--- config.mk ---
export PLATFORM = sky130hd
export DESIGN_NAME = inst_fetch_buf
export DESIGN_NICKNAME = d
export VERILOG_FILES = /design/src/rtl/inst_fetch_buf.sv
export SDC_FILE = /design/constraint.sdc
export NUM_CORES = 1
export LEC_CHECK = 0
export CAP_MARGIN = 15
export CELL_PAD_IN_SITES_DETAIL_PLACEMENT = 1
export CELL_PAD_IN_SITES_GLOBAL_PLACEMENT = 1
export CORE_MARGIN = 3
export CORE_UTILIZATION = 51
export DETAILED_ROUTE_END_ITERATION = 8
export GPL_TIMING_DRIVEN = 0
export PLACE_DENSITY = 0.93
export SLEW_MARGIN = 20
export SYNTH_ARGS = -nofsm -noshare
export SYNTH_HDL_FRONTEND = slang
export SYNTH_SLANG_ARGS = --single-unit
--- constraint.sdc ---
create_clock -name clk -period 24.8 [get_ports clk]
set_input_delay 3.72 -clock clk [delete_from_list [all_inputs] [get_ports clk]]
set_output_delay 3.72 -clock clk [all_outputs]
set_load 0.05 [all_outputs]
--- src/rtl/inst_fetch_buf.sv ---
// Fetch stage between the PC register and decode: one outstanding imem read, responses queued with their PC.
// Build option IF_BYPASS_EN lets a response reach decode in the cycle it returns when the queue is empty.
module inst_fetch_buf #(
  parameter int DEPTH = 4,
  parameter int AW    = 32
) (
  input  logic          clk,
  input  logic          rst,
  input  logic [AW-1:0] pc,
  input  logic          inst_ce,
  output logic          pc_stall,
  input  logic          flush,
  output logic          imem_req,
  output logic [AW-1:0] imem_addr,
  input  logic [31:0]   imem_rdata,
  input  logic          imem_rvalid,
  output logic          if_valid,
  output logic [31:0]   if_inst,
  output logic [AW-1:0] if_pc,
  input  logic          id_ready
);

  localparam int PW = $clog2(DEPTH);
  localparam int CW = PW + 2;
  localparam logic [CW-1:0] DEPTH_C = CW'(DEPTH);
  localparam logic [PW-1:0] PTR_ONE = PW'(1);

  localparam logic [1:0] S_IDLE = 2'd0;
  localparam logic [1:0] S_BUSY = 2'd1;
  localparam logic [1:0] S_DROP = 2'd2;

  logic [1:0]    state_q, state_d;
  logic [CW-1:0] count_q, count_d;
  logic [PW-1:0] wr_ptr_q, wr_ptr_d;
  logic [PW-1:0] rd_ptr_q, rd_ptr_d;
  logic [31:0]   inst_mem_q [DEPTH];
  logic [AW-1:0] pc_mem_q   [DEPTH];
  logic [AW-1:0] pend_pc_q, pend_pc_d;
  logic          imem_req_q, imem_req_d;
  logic [AW-1:0] imem_addr_q, imem_addr_d;

  logic          fifo_nonempty_s;
  logic          rsp_s;
  logic          byp_s;
  logic          pop_s;
  logic          fifo_pop_s;
  logic          push_s;
  logic          issue_s;
  logic [CW-1:0] occ_s;
  logic [CW-1:0] occ_after_s;

  assign fifo_nonempty_s = (count_q != {CW{1'b0}});
  assign rsp_s           = (state_q == S_BUSY) && imem_rvalid;

`ifdef IF_BYPASS_EN
  assign byp_s   = !fifo_nonempty_s && rsp_s && !flush;
  assign if_inst = byp_s ? imem_rdata : inst_mem_q[rd_ptr_q];
  assign if_pc   = byp_s ? pend_pc_q  : pc_mem_q[rd_ptr_q];
`else
  assign byp_s   = 1'b0;
  assign if_inst = inst_mem_q[rd_ptr_q];
  assign if_pc   = pc_mem_q[rd_ptr_q];
`endif

  assign if_valid   = fifo_nonempty_s || byp_s;
  assign pop_s      = if_valid && id_ready;
  assign fifo_pop_s = pop_s && fifo_nonempty_s && !flush;
  // A bypassed response consumed by decode never occupies a slot.
  assign push_s     = rsp_s && !flush && !(byp_s && id_ready);

  // The outstanding request holds a credit, so a new issue needs room for both responses.
  assign occ_s       = count_q + CW'(state_q != S_IDLE);
  assign occ_after_s = occ_s - CW'(pop_s);
  assign issue_s     = inst_ce && !flush && (state_q != S_DROP) &&
                       ((state_q == S_IDLE) || imem_rvalid) && (occ_after_s < DEPTH_C);

  assign imem_req  = imem_req_q;
  assign imem_addr = imem_addr_q;

  // Back-pressure toward the PC register.
  always_comb begin
    if (rst) begin
      pc_stall = 1'b1;
    end else if (flush || (state_q == S_DROP)) begin
      pc_stall = 1'b1;
    end else if (inst_ce) begin
      pc_stall = !issue_s;
    end else begin
      pc_stall = 1'b0;
    end
  end

  // Request tracking state machine.
  always_comb begin
    state_d = state_q;
    case (state_q)
      S_IDLE: begin
        if (issue_s) begin
          state_d = S_BUSY;
        end else begin
          state_d = S_IDLE;
        end
      end
      S_BUSY: begin
        if (flush) begin
          state_d = imem_rvalid ? S_IDLE : S_DROP;
        end else if (imem_rvalid) begin
          state_d = issue_s ? S_BUSY : S_IDLE;
        end else begin
          state_d = S_BUSY;
        end
      end
      S_DROP: begin
        if (imem_rvalid) begin
          state_d = S_IDLE;
        end else begin
          state_d = S_DROP;
        end
      end
      default: state_d = S_IDLE;
    endcase
  end

  // Queue pointer and occupancy update.
  always_comb begin
    count_d  = count_q;
    wr_ptr_d = wr_ptr_q;
    rd_ptr_d = rd_ptr_q;
    if (flush) begin
      count_d  = {CW{1'b0}};
      wr_ptr_d = {PW{1'b0}};
      rd_ptr_d = {PW{1'b0}};
    end else begin
      if (push_s) begin
        wr_ptr_d = wr_ptr_q + PTR_ONE;
      end else begin
        wr_ptr_d = wr_ptr_q;
      end
      if (fifo_pop_s) begin
        rd_ptr_d = rd_ptr_q + PTR_ONE;
      end else begin
        rd_ptr_d = rd_ptr_q;
      end
      count_d = count_q + CW'(push_s) - CW'(fifo_pop_s);
    end
  end

  // Request issue and pending PC capture.
  always_comb begin
    imem_req_d  = issue_s;
    imem_addr_d = imem_addr_q;
    pend_pc_d   = pend_pc_q;
    if (issue_s) begin
      imem_addr_d = pc;
      pend_pc_d   = pc;
    end else begin
      imem_addr_d = imem_addr_q;
      pend_pc_d   = pend_pc_q;
    end
  end

  // Control registers.
  always_ff @(posedge clk or posedge rst) begin
    if (rst) begin
      state_q     <= S_IDLE;
      count_q     <= {CW{1'b0}};
      wr_ptr_q    <= {PW{1'b0}};
      rd_ptr_q    <= {PW{1'b0}};
      pend_pc_q   <= {AW{1'b0}};
      imem_req_q  <= 1'b0;
      imem_addr_q <= {AW{1'b0}};
    end else begin
      state_q     <= state_d;
      count_q     <= count_d;
      wr_ptr_q    <= wr_ptr_d;
      rd_ptr_q    <= rd_ptr_d;
      pend_pc_q   <= pend_pc_d;
      imem_req_q  <= imem_req_d;
      imem_addr_q <= imem_addr_d;
    end
  end

  // Queue storage; cleared on reset so the head reads zero.
  always_ff @(posedge clk or posedge rst) begin
    if (rst) begin
      for (int i = 0; i < DEPTH; i++) begin
        inst_mem_q[i] <= 32'h0000_0000;
        pc_mem_q[i]   <= {AW{1'b0}};
      end
    end else if (push_s) begin
      inst_mem_q[wr_ptr_q] <= imem_rdata;
      pc_mem_q[wr_ptr_q]   <= pend_pc_q;
    end
  end

endmodule

-- After elaboration in Yosys (flattened, before gate mapping)
Cells that the tools add are included.
- register bits after elaboration: 299
- bits in latches: 0
- memory bits (writable): 0
- bits in read-only memories: 0
- input port bits: 70
- logic and storage cells: 71
- memories kept: 0
- $add $sub $neg: 6
- $mul: 0
- divide/modulo/power cells: 0
- $lt $le $gt $ge: 4
- equal/unequal tests: 3
- shift-type cells: 0
- multiplexer cells: 23
- bitwise operators: 2
- reductions and logical operators: 19
- operators with widths (operator ; count):
    $bwmux W128 ; 2
    $mux W32 ; 5
    $bmux W32 S2 ; 2
    $demux W32 S2 ; 1
    $mux W2 ; 7
    $logic_and A1 B1 Y1 ; 10
    $add A4 B1 Y4 ; 2
    $sub A4 B1 Y4 ; 2
    $ge A3 B3 Y1 const B ; 2
    $not A2 Y3 ; 2
    $pmux W2 S3 ; 1
    $reduce_bool A2 Y1 ; 3
    $add A2 B1 Y2 const B ; 2
    $lt A4 B3 Y1 const B ; 1
    $mux W1 ; 4
    $mux W4 ; 1
    $reduce_bool A4 Y1 ; 1
    $lt A3 B1 Y1 const B ; 1
    $eq A2 B1 Y1 const B ; 1
    $eq A2 B2 Y1 const B ; 1
    $logic_not A1 Y1 ; 2
    $logic_not A2 Y1 ; 1
    $logic_or A1 B1 Y1 ; 2
    $ne A2 B2 Y1 const B ; 1

-- Logic depth before layout (Yosys ltp)
- depth after elaboration: 9
- mapped depth: 14

-- Worst setup path before layout
No wires, ideal clock.
- path type: input to output
- start point: input port id_ready
- end point: output port pc_stall
- arrival time: 5.393 ns
- required time: 21.080 ns
- slack: 15.687 ns
- stages on the path: 9
- path buffers: 0
- cells stage by stage: nand2_1 inv_1 ha_1 inv_1 ha_1 and3b_1 nor4_1 o21ai_1 a2111o_1
- longest elaborated chain between the ends: 8
- RTL lines (what ; line ; text):
    start, declared ; 20 ; input logic id_ready
    $logic_and A1 B1 Y1 ; 66 ; assign pop_s = if_valid && id_ready;
    $sub A4 B1 Y4 ; 73 ; assign occ_after_s = occ_s - CW'(pop_s);
    $lt A4 B3 Y1 ; 75 ; ((state_q == S_IDLE) || imem_rvalid) && (occ_after_s < DEPTH_C);
    $logic_and A1 B1 Y1 ; 75 ;
    $logic_not A1 Y1 ; 87 ; pc_stall = !issue_s;
    $mux W1 ; 86 ; end else if (inst_ce) begin
    $mux W1 ; 84 ; end else if (flush || (state_q == S_DROP)) begin
    $mux W1 ; 82 ; if (rst) begin
    end, declared ; 11 ; output logic pc_stall,
No other way between the ends.

-- Worst setup path in the final report
Ends and elaborated chain as after synthesis.

==> results.cfg <==
[sta]
fin_ws_ns = 14.40
fin_crit_sh_pct = 42.0
relSlewSlack_pct = 45.5
worst_pin_slew_ns = 0.818
period_minus_slack_ns = 10.40
hold_viol = 0
rsz0062_at_grt = no
clock.fmax_ghz = 0.0961
timing.setup.tns_ns = 0
setup_viol_count_final = 0
fin_skew_ns = 0.00556
slew_viol_final = 0

[synth]
syn_nets = 842
ys.flop_type = dfrtp_1
ys_ff_latch = 299
synth_area_sq_um = 13500
ys_types = 35
synth_commonest_cells = dfrtp_1 (299), mux2_2 (188), mux2_4 (100)
ys_top_cells_by_area = dfrtp_1 (55%), mux2_2 (16%), mux2_4 (11%), mux4_2 (11%), buf_6 (2.0%)
yosys_warnings = 0
synth_area_leader_cell = dfrtp_1
async_flop_share_pct = 100
yosysMostFrequentCell = dfrtp_1
synth.yosys.seq_area_share_pct = 55.4
synthCells = 760
yosysTopAreaCellShare_pct = 55.4
syn_area_per_cell_sq_um = 17.8
synth_edf_count = 0

[critical_path]
r2r_cells = 14
crit_chain = clkdlybuf4s50_1 > nand2_1 > inv_1 > ha_1 > inv_1 > ha_1 > and3b_1 > nor4_1 > o21ai_1 > a2111o_1 > clkdlybuf4s50_1
max_stage_delay_ns = 0.71
cp_max_fo = 3
worstPathRequired_ns = 21.08
crit_arrival_ns = 6.68
endpoint_kind = output port
cp_slowest_cell = clkdlybuf4s50_1
cp-start-kind = primary input
critical_path_class = in -> out

[clock_tree]
cts-buffers-inserted = 31
cts-root-buf = clkbuf_16
cts_resized = 0
cts_hold_buf = 0
cts_setup_buffers = 0
cts_max_level = 1
path_clk_slew_ns = 0.06
clk_latency_ns = 0.54
cts_tree = built
cts.sinks = 299
clock_path_buffers = 3

[layout]
design_area_sq_um = 16700
drive_above_1_share_pct = 45.1
final_core_util_pct = 65.0
area_growth_pct = 23.4
nets = 1046
fillCellCount = 2203
diodes = 0

[outcome]
status = complete, no violations

[pwr]
combinationalPowerShare_pct = 45.0
pwr-share-seq_pct = 33.4
irDropWorstVdd_mv = 0.103
p_clk_share_pct = 21.6
power.density_nw_per_um2 = 126
p_int_mw = 1.26
p_leak_nw = 7.97
power_mw = 2.09
switchingPower_uw = 837
switching_share_pct = 40.0

[global_routing]
grtUsageTotal_pct = 24.9
grt_pass1_wl_microns = 55000
met1_usage_pct = 32.1
antenna_found_initial = 0
grt_max_degree = 93
met3_usage_pct = 3.92
grt_pass1_vias = 8924
met2_usage_pct = 45.2
overflow = 0
grt.busiest_layer = met2

[routing]
first_iter_violations = 413
vias_per_cell = 5.73
vias = 7522
dr.pass1.iters = 4
wire_per_inst_microns = 26.5
routed_wl_microns = 34800
drc = 0
ant_nets = 0

[placed_design]
post-dp-hpwl_microns = 22700
dpl_cell_area_sq_um = 15700
finalWeightedCongestion = 0.733
io_buffers = 168
dp_slack_ns = 14.37

[floorplanning]
rows = 58
initial_core_util_pct = 52.7
io_pins = 169
die-area_sq_um = 28500
core-area_sq_um = 25600
die_h_microns = 169
dieWidth_microns = 169

[min_path]
whs_path_depth = 1
hold_class = reg -> reg

[job]
max_cap_violations = 0
power groups by stage:
| stage | registers (mW) | clock network, mW | logic [mW] |
|---|---|---|---|
| 3_5_place_dp | 0.700 | 0 | 0.942 |
| 3_3_place_gp | 0.687 | 0 | 0.913 |
| 6_report | 0.700 | 0.452 | 0.942 |
| 5_1_grt | 0.715 | 0.483 | 0.983 |
| 2_1_floorplan | 0.755 | 0 | 0.572 |
| 4_1_cts | 0.699 | 0.458 | 0.953 |
layout make-up:
cell class	instances	area, sq um	share of cell area (%)
inverter	13	56.3	0.338
buffer	42	392	2.35
sequential	299	7480	44.9
clock buffer	49	933	5.60
multi-input combinational	406	5580	33.5
tap	330	413	2.48
clock inverter	3	40.0	0.240
timing repair buffer	171	1760	10.6
sequential cells by signal (all words and copies together) (netlist names):
name	count
inst_mem_q	128
pc_mem_q	128
imem_addr	32
count_q	4
rd_ptr_q	2
state_q	2
wr_ptr_q	2
imem_req	1
worst paths after layout:
| check | start | to | slack [ns] |
|---|---|---|---|
| worst max register to register | count_q[2] | imem_addr[3] | 21.49 |
| max in group asynchronous | rst | imem_addr[8] | 20.02 |
| worst max-delay path | id_ready | pc_stall | 14.40 |
| min in group asynchronous | rst | count_q[3] | 3.62 |
| worst min-delay path | pc_mem_q[7] | pc_mem_q[7] | 0.50 |
| worst min register to register | pc_mem_q[7] | pc_mem_q[7] | 0.50 |
routing by layer:
metal  vias up  share of wire (%)
met5         -                  0
met4         0                1.9
met3        44                3.9
met2       163                 53
met1      4105                 41
li1       3210                  -
logic make-up (layout without fill, tap and decap cells):
family,after synthesis,after routing,share of synthesized area (%)
DFF,299,299,55.4
AOI/OAI and AO/OA,8,8,0.417
buffers and inverters,55,278,3.26
adders and majority gates,12,12,1.17
and+or+nand+nor,27,27,1.80
muxes,353,353,37.5
xor gates and xnor gates,6,6,0.389
worst max-delay path: cells and delay by family:
kind                     cells  cell delay [ns]
AO/OA/AOI/OAI                2             0.60
AND/OR/NAND/NOR              3             0.59
buffers and inverters        4             1.36
adder cells (fa/ha/maj)      2             0.42
per-stage QoR:
stage | hold WS [ns] | cells
global placement | 0.482 | 1258
global route | 0.509 | 1313
CTS | 0.503 | 1313
floorplan | 0.474 | 760
detailed placement | 0.490 | 1261
finish | 0.502 | 1313
cell usage in the layout (no fill, tap or decap), types with 2 or more instances in the layout:
cell type        instances
nand2_8                  4
inv_1                   11
ha_1                    11
buf_16                   3
dfrtp_1                299
buf_12                   2
xor2_1                   2
nor2b_1                  4
a21oi_1                  3
nor2_1                   9
xnor2_1                  4
buf_6                   24
clkbuf_8                 9
a21o_1                   2
buf_1                    2
clkdlybuf4s50_1        168
clkbuf_1                14
mux2_4                 100
mux4_2                  64
mux2_2                 188
clkbuf_16               31
buf_2                    8
clkinv_2                 2
No activity file was read; power rests on OpenSTA's default activity.
